[config.mk]
export PLATFORM = sky130hd
export DESIGN_NAME = prio_encoder_q
export DESIGN_NICKNAME = d
export VERILOG_FILES = /design/src/rtl/prio_enc_pkg.sv /design/src/rtl/prio_encoder_q_sel.sv /design/src/rtl/prio_encoder_q.sv
export SDC_FILE = /design/constraint.sdc
export NUM_CORES = 1
export LEC_CHECK = 0
export CORE_MARGIN = 2
export CORE_UTILIZATION = 28
export DETAILED_ROUTE_END_ITERATION = 10
export PLACE_DENSITY = 0.64
export SLEW_MARGIN = 20
export SYNTH_ARGS = -nofsm -noshare
export SYNTH_HDL_FRONTEND = slang
export SYNTH_SLANG_ARGS = --single-unit
export TNS_END_PERCENT = 20
[constraint.sdc]
create_clock -name clk -period 1.8 [get_ports clk]
set_clock_uncertainty 0.1 [all_clocks]
set_input_delay 0.27 -clock clk [delete_from_list [all_inputs] [get_ports clk]]
set_output_delay 0.27 -clock clk [all_outputs]
set_load 0.02 [all_outputs]
[src/rtl/prio_enc_pkg.sv]
// prio_enc_pkg: shared constants and bit helpers for the queued priority encoder
package prio_enc_pkg;
    localparam int DEFAULT_N = 4;
    localparam int MAX_N = 64;

    function automatic int popcount(input logic [MAX_N-1:0] v);
        int c;
        c = 0;
        for (int i = 0; i < MAX_N; i++) c += int'(v[i]);
        return c;
    endfunction

    function automatic logic [MAX_N-1:0] onehot(input int k);
        return MAX_N'(1) << k;
    endfunction
endpackage

[src/rtl/prio_encoder_q_sel.sv]
// prio_sel: combinational selector, first set bit searching downward from start with wrap
module prio_sel
    import prio_enc_pkg::*;
#(
    parameter int N = DEFAULT_N,
    localparam int W = $clog2(N)
) (
    input  logic [N-1:0] p,
    input  logic [W-1:0] start,
    output logic [W-1:0] idx,
    output logic         any
);
    always_comb begin
        idx = '0;
        any = 1'b0;
        for (int i = 0; i < N; i++) begin
            if (!any && p[(int'(start) + N - i) % N]) begin
                idx = W'((int'(start) + N - i) % N);
                any = 1'b1;
            end
        end
    end
endmodule

[src/rtl/prio_encoder_q.sv]
// prio_encoder_q: registered priority encoder with pending-request queue and valid/ready output
// Define PRIO_ENC_ROUND_ROBIN_EN for rotating priority; default is fixed (line N-1 highest).
module prio_encoder_q
    import prio_enc_pkg::*;
#(
    parameter int N = DEFAULT_N,
    localparam int W = $clog2(N),
    localparam int CW = $clog2(N + 1)
) (
    input  logic          clk,
    input  logic          rst,
    input  logic [N-1:0]  req_i,
    output logic [W-1:0]  idx_o,
    output logic          valid_o,
    input  logic          ready_i,
    output logic [CW-1:0] pend_cnt_o,
    output logic          merge_o
);
    logic [N-1:0] p;
    logic [N-1:0] grant;
    logic [W-1:0] start;
    logic [W-1:0] sel_idx;
    logic         sel_any;
    logic         load;

    prio_sel #(.N(N)) u_sel (
        .p     (p),
        .start (start),
        .idx   (sel_idx),
        .any   (sel_any)
    );

`ifdef PRIO_ENC_ROUND_ROBIN_EN
    logic [W-1:0] ptr;
    assign start = ptr;
    // Next search starts just below the line just granted, so every pending line is reached within N grants.
    always_ff @(posedge clk) begin
        if (rst) ptr <= W'(N - 1);
        else if (load && sel_any) ptr <= (sel_idx == '0) ? W'(N - 1) : sel_idx - 1'b1;
    end
`else
    assign start = W'(N - 1);
`endif

    assign load       = !valid_o || ready_i;
    assign grant      = (load && sel_any) ? N'(onehot(int'(sel_idx))) : '0;
    assign pend_cnt_o = CW'(popcount(MAX_N'(p)));

    // Set wins over clear, so a request on the line being granted stays pending.
    always_ff @(posedge clk) begin
        if (rst) begin
            p       <= '0;
            valid_o <= 1'b0;
            idx_o   <= '0;
            merge_o <= 1'b0;
        end else begin
            p       <= (p & ~grant) | req_i;
            merge_o <= |(req_i & p & ~grant);
            if (load) begin
                valid_o <= sel_any;
                if (sel_any) idx_o <= sel_idx;
            end
        end
    end
endmodule
==> flow_metrics.tcl <==
set metrics [dict create \
    worstHoldPathCells 2 \
    synth_top_area_share_pct 38.8 \
    min_period_ns 2.09 \
    clkLatencyLatePin_ns 0.25 \
    async_reset_ff_share_pct 0 \
    coreArea_mm2 0.00133 \
    post-cts-setup-buffers 0 \
    htreeDepth 1 \
    timing.rr.start "valid_o$_SDFFE_PP0P_" \
    ant_nets 0 \
    nets 77 \
    grt_max_degree 11 \
    die_y_um 42.4 \
    ir_drop_mv 0.285 \
    synth-seq-area-share_pct 38.8 \
    hold_end "idx_o[0]$_SDFFE_PP0N_" \
    crit_path_max_fanout 2 \
    synthCells 46 \
    leakagePower_nw 0.268 \
    die-area_mm2 0.00180 \
    clkTransAtPathRegs_ns 0.06 \
    antenna_found_initial 0 \
    rows 13 \
    cpPeakStageDelay_ns 0.54 \
    status "finished, violations left" \
    yosysWarnings 0 \
    final_cell_mix "clkdlybuf4s50_1 (10), a21oi_1 (7), inv_1 (6)" \
    synth_edf_count 0 \
    crit_type "reg -> out" \
    drc 0 \
    rsz0062_at_grt "yes" \
    synth_cell_type_count 22 \
    cts-root-buf "clkbuf_4" \
    failed_checks "negative setup slack" \
    fin_ws_ns -0.286 \
    synth_fp_nets 56 \
    cp_data_required_time_ns 1.43 \
    vias 396 \
    num_io_pins 14 \
    die_w_um 42.4 \
    dp.cells 77 \
    slew_viol_final 0 \
    timing.rr.end "merge_o$_SDFF_PP0_" \
    drt_pre_antenna_iters 4 \
    hold_buffers 0 \
    finalInstanceArea_um2 646 \
    wirelength_um 898 \
    synth_area_leaders "dfxtp_1 (39%), a21oi_1 (8.5%), inv_1 (7.3%)" \
    io_buffer_count 13 \
    clockBufferDepth 2 \
    r2r_slack_ns 0.40 \
    gp_congestion 0.694 \
    crit_chain "inv_2 > fa_1 > inv_2 > ha_4 > ha_4 > buf_6" \
    area_growth_pct 56.4 \
    syn_avg_cell_area_um2 8.98 \
    cts_num_sinks 8 \
    fill_cells 143 \
    drt_iter0_markers 2 \
    tightest_slew_ns 0.635 \
    grt_pass1_vias 357 \
    drive_above_1_share_pct 32.3 \
    ys_ff_latch 8 \
    final_common_cell "clkdlybuf4s50_1" \
    end_kind "output port" \
    cp.arrival_ns 1.72 \
    period_share_pct 116 \
    slew_headroom_pct 57.6 \
    tns_ns -0.620 \
    tritoncts "yes" \
    grt-ovfl-total 0 \
    hpwl_um 697 \
    cp-start-kind "register" \
    rr_worst_depth 3 \
    placed_area_um2 609 \
    hp-class "reg -> reg" \
    viasPerCell 4.95 \
    cts_made_buffers 3 \
    max_freq_mhz 479 \
    final_cells 80 \
    setup_violations 3 \
    min_from "idx_o[0]$_SDFFE_PP0N_" \
    grt_use_total_pct 11.5 \
    cellPowerDensity_mw_per_mm2 786 \
    antenna_cells 0 \
    maxCapViolations 0 \
    syn-cell-area_um2 413 \
    synthFlopType "dfxtp_1" \
    synth_top_cell_by_area "dfxtp_1" \
    dp_slack_ns -0.517 \
    grt_pass1_wl_mm 1.54 \
    hold_viol 0 \
    start_util_pct 31.0 \
    slowest_stage "fa_1" \
    wl_per_cell_um 11.2 \
]
registers in the layout, indices dropped and copies added (netlist names):
register and cells:
p 4, valid_o 1, merge_o 1, idx_o 2
kinds of logic after synthesis:
kind of cell | after synthesis | synth area share (%)
and+or+nand+nor | 7 | 13.6
buffers and inverters | 10 | 9.39
adders and majority gates | 3 | 10.9
DFF | 8 | 38.8
AOI/OAI and AO/OA | 18 | 27.3
per-layer routing:
metal | track usage [%] | share of wire, % | vias up
li1 | - | - | 199
met1 | 13.2 | 48 | 184
met2 | 17.8 | 46 | 11
met3 | 3.88 | 3.9 | 2
met4 | 7.50 | 1.6 | 0
met5 | 0 | 0 | -
worst max-delay path, delay by kind of cell, from the launching register on:
| family | cells | cell delay (ns) |
|---|---|---|
| DFF | 1 | 0.33 |
| adders and majority gates | 3 | 0.94 |
| buffers and inverters | 3 | 0.19 |
cells in the mapped netlist, types with 2 or more instances:
cell,instances
dfxtp_1,8
inv_1,8
a21oi_1,7
ha_1,2
nand2b_1,2
o21ai_0,2
o21ai_1,2
how the worst max path moves through the flow:
| stage | depth (start not counted) | slack (ns) | from | end |
|---|---|---|---|---|
| 2_1_floorplan | 5 | 0.003 | p[0]$_SDFF_PP0_ | pend_cnt_o[1] |
| 3_3_place_gp | 6 | -0.48 | p[0]$_SDFF_PP0_ | pend_cnt_o[1] |
| 3_5_place_dp | 6 | -0.52 | p[0]$_SDFF_PP0_ | pend_cnt_o[1] |
| 4_1_cts | 6 | -0.30 | p[1]$_SDFF_PP0_ | pend_cnt_o[1] |
| 5_1_grt | 6 | -0.34 | p[1]$_SDFF_PP0_ | pend_cnt_o[1] |
| 6_report | 6 | -0.29 | p[1]$_SDFF_PP0_ | pend_cnt_o[1] |
repair_timing:
action	4_1_cts	5_1_grt
endpoints found under the setup margin	3	3
pin swaps	1	0
gates resized for setup	21	0
through the flow:
| stage | hold WS, ns | utilization, % | total power, mW |
|---|---|---|---|
| floorplan | 0.287 | - | 0.296 |
| global placement | 0.372 | 45.7 | 0.353 |
| detailed placement | 0.374 | 45.7 | 0.358 |
| CTS | 0.386 | 48.4 | 0.513 |
| global route | 0.418 | 48.4 | 0.535 |
| finish | 0.385 | 48.4 | 0.508 |
area by class of cell:
cell class	count	area (um^2)	area share (%)
repair buffers	18	171	26.6
flip-flops and latches	8	164	25.4
inverters	8	30.0	4.65
clock buffers	3	22.5	3.49
multi-input cells	28	239	37.0
well taps	15	18.8	2.91
power by group:
group / internal [mW] / leakage [nW] / switching [mW]
Combinational: 0.0871 / 0.187 / 0.0800
Sequential: 0.192 / 0.0673 / 0.00727
Clock: 0.0766 / 0.0138 / 0.0646
Total: 0.356 / 0.268 / 0.152
No activity file was read; power rests on OpenSTA's default activity.
==> patch (same settings) <==
`MAX_N`: 64 -> 128.
--- a/src/rtl/prio_enc_pkg.sv
+++ b/src/rtl/prio_enc_pkg.sv
@@ -1,7 +1,7 @@
 // prio_enc_pkg: shared constants and bit helpers for the queued priority encoder
 package prio_enc_pkg;
     localparam int DEFAULT_N = 4;
-    localparam int MAX_N = 64;
+    localparam int MAX_N = 128;
 
     function automatic int popcount(input logic [MAX_N-1:0] v);
         int c;
Check against the original RTL: equivalent (Yosys induction, for registers that start in step).
==> patch against the unedited design <==
The run still ends with setup timing left; setup slack lost 8.3 ps; non-clock buffer count up 2; sequential cell count unchanged; synthesized area grew 6.1%; clock power rose by 9.9%; routed wire length is 1.6% higher; count of clock-buffer cells in the layout rose by 1; cell area up 3.9%; total power up 3.1%; critical path type unchanged.
==> patch: results (changes against the unedited design) <==
Yosys
  • Ranking of synthesized cells by area: dfxtp_1 (37%), a21oi_1 (6.9%), inv_1 (6.9%)
  • Synth unique cells: 23 (+4.5%)
  • Syn_nets: 58 (+3.6%)
  • Synth cell count leaders: dfxtp_1 (8), inv_1 (8), a21oi_1 (6)
  • Seq/Total Area, Yosys: 0.366 (-0.0222)
  • Mean area per synthesized cell: 9.12 um^2 (+1.6%)

Run status
  • Violated checks: setup timing
  • Outcome: finished with violations

STA
  • Count of final setup violators: 3 (unchanged)
  • Worst Tran Pin Value: 326 ps (-309 ps)
  • Slack of the critical path: -294 ps (-8.27 ps)

Routing
  • Vias: 406 (+2.5%)
  • Drt total wl: 912 um (+1.6%)
  • Iter 0 DRT Violations: 11 (+9)

Min path
  • Worst Hold End: idx_o[1]
  • Worst Min Path Start: idx_o[1]

Setup path
  • Reg2reg start: p[2]
  • Flop-to-flop setup slack: 560 ps (+160 ps)
  • Reg2Reg Depth: 4 (+1)

Global route
  • First-pass GRT wire length: 1.36 mm (-12%)
  • GRT Total Usage: 0.0976 (-0.0171)
  • Vias in the first global route: 325 (-9.0%)

Power and ir drop
  • Leak: 0.274 nW (+2.0%)
  • Pwr Total: 0.000523 W (+3.1%)
  • Peak VDD IR: 359 uV (+26%)

Finish
  • Share of cells above drive strength 1: 0.338 (+0.0152)

Place
  • Placed Cells incl. Taps: 79 (+2.6%)
  • Post-DP HPWL: 671 um (-3.7%)
  • DP Area: 623 um^2 (+2.3%)

Floorplanning
  • Core ar.: 1490 um^2 (+12%)
-- patch: layout make-up --
type,count,area [um^2],area share
Clock buffer,4,26.3,0.0392
Inverter,8,30.0,0.0448
Multi-Input combinational cell,28,241,0.360
Sequential cell,8,166,0.248
Tap cell,16,20.0,0.0299
Timing Repair Buffer,20,186,0.278
-- patch: metrics by stage --
step	hold slack (ps)	TNS, ps	utilization
2_1_floorplan	287	0	-
3_3_place_gp	377	-1230	0.418
3_5_place_dp	383	-1280	0.418
4_1_cts	401	-674	0.446
5_1_grt	430	-806	0.450
6_report	405	-637	0.450
-- patch: what timing repair did --
action	CTS	global route
setup endpoints to repair	3	3
pin swaps	2	0
buffers inserted	1	0
resized for setup	19	2
endpoints found under the hold margin	0	0
-- patch: metal layers --
metal,part of all wire,global-route usage,vias up
met4,0,0.0364,0
li1,-,-,207
met5,0,0,-
met3,0.059,0.0375,0
met2,0.47,0.147,20
met1,0.47,0.126,179
-- patch: how the worst max path moves through the flow --
| stage | start | to | slack, ps |
|---|---|---|---|
| after detailed placement | p[0] | pend_cnt_o[1] | -520 |
| after global routing | p[3] | pend_cnt_o[1] | -350 |
| final | p[3] | pend_cnt_o[1] | -290 |
| after global placement | p[0] | pend_cnt_o[1] | -500 |
| after CTS | p[3] | pend_cnt_o[1] | -300 |
| after floorplan | p[1] | pend_cnt_o[1] | 2 |
-- patch: power by group --
group | switching, W | leakage, nW | internal (W)
clock network | 0.0000696 | 0.0150 | 0.0000853
registers | 0.00000782 | 0.0676 | 0.000191
logic | 0.0000807 | 0.191 | 0.0000884
-- patch: logic make-up (layout without fill, tap and decap cells) --
kind of cell               Yosys count  count (layout)  synth area share
AOI/OAI and AO/OA                   19              19             0.280
adders and majority gates            3               3             0.103
buffers and inverters               12              32             0.140
DFF                                  8               8             0.366
and+or+nand+nor                      6               6             0.111
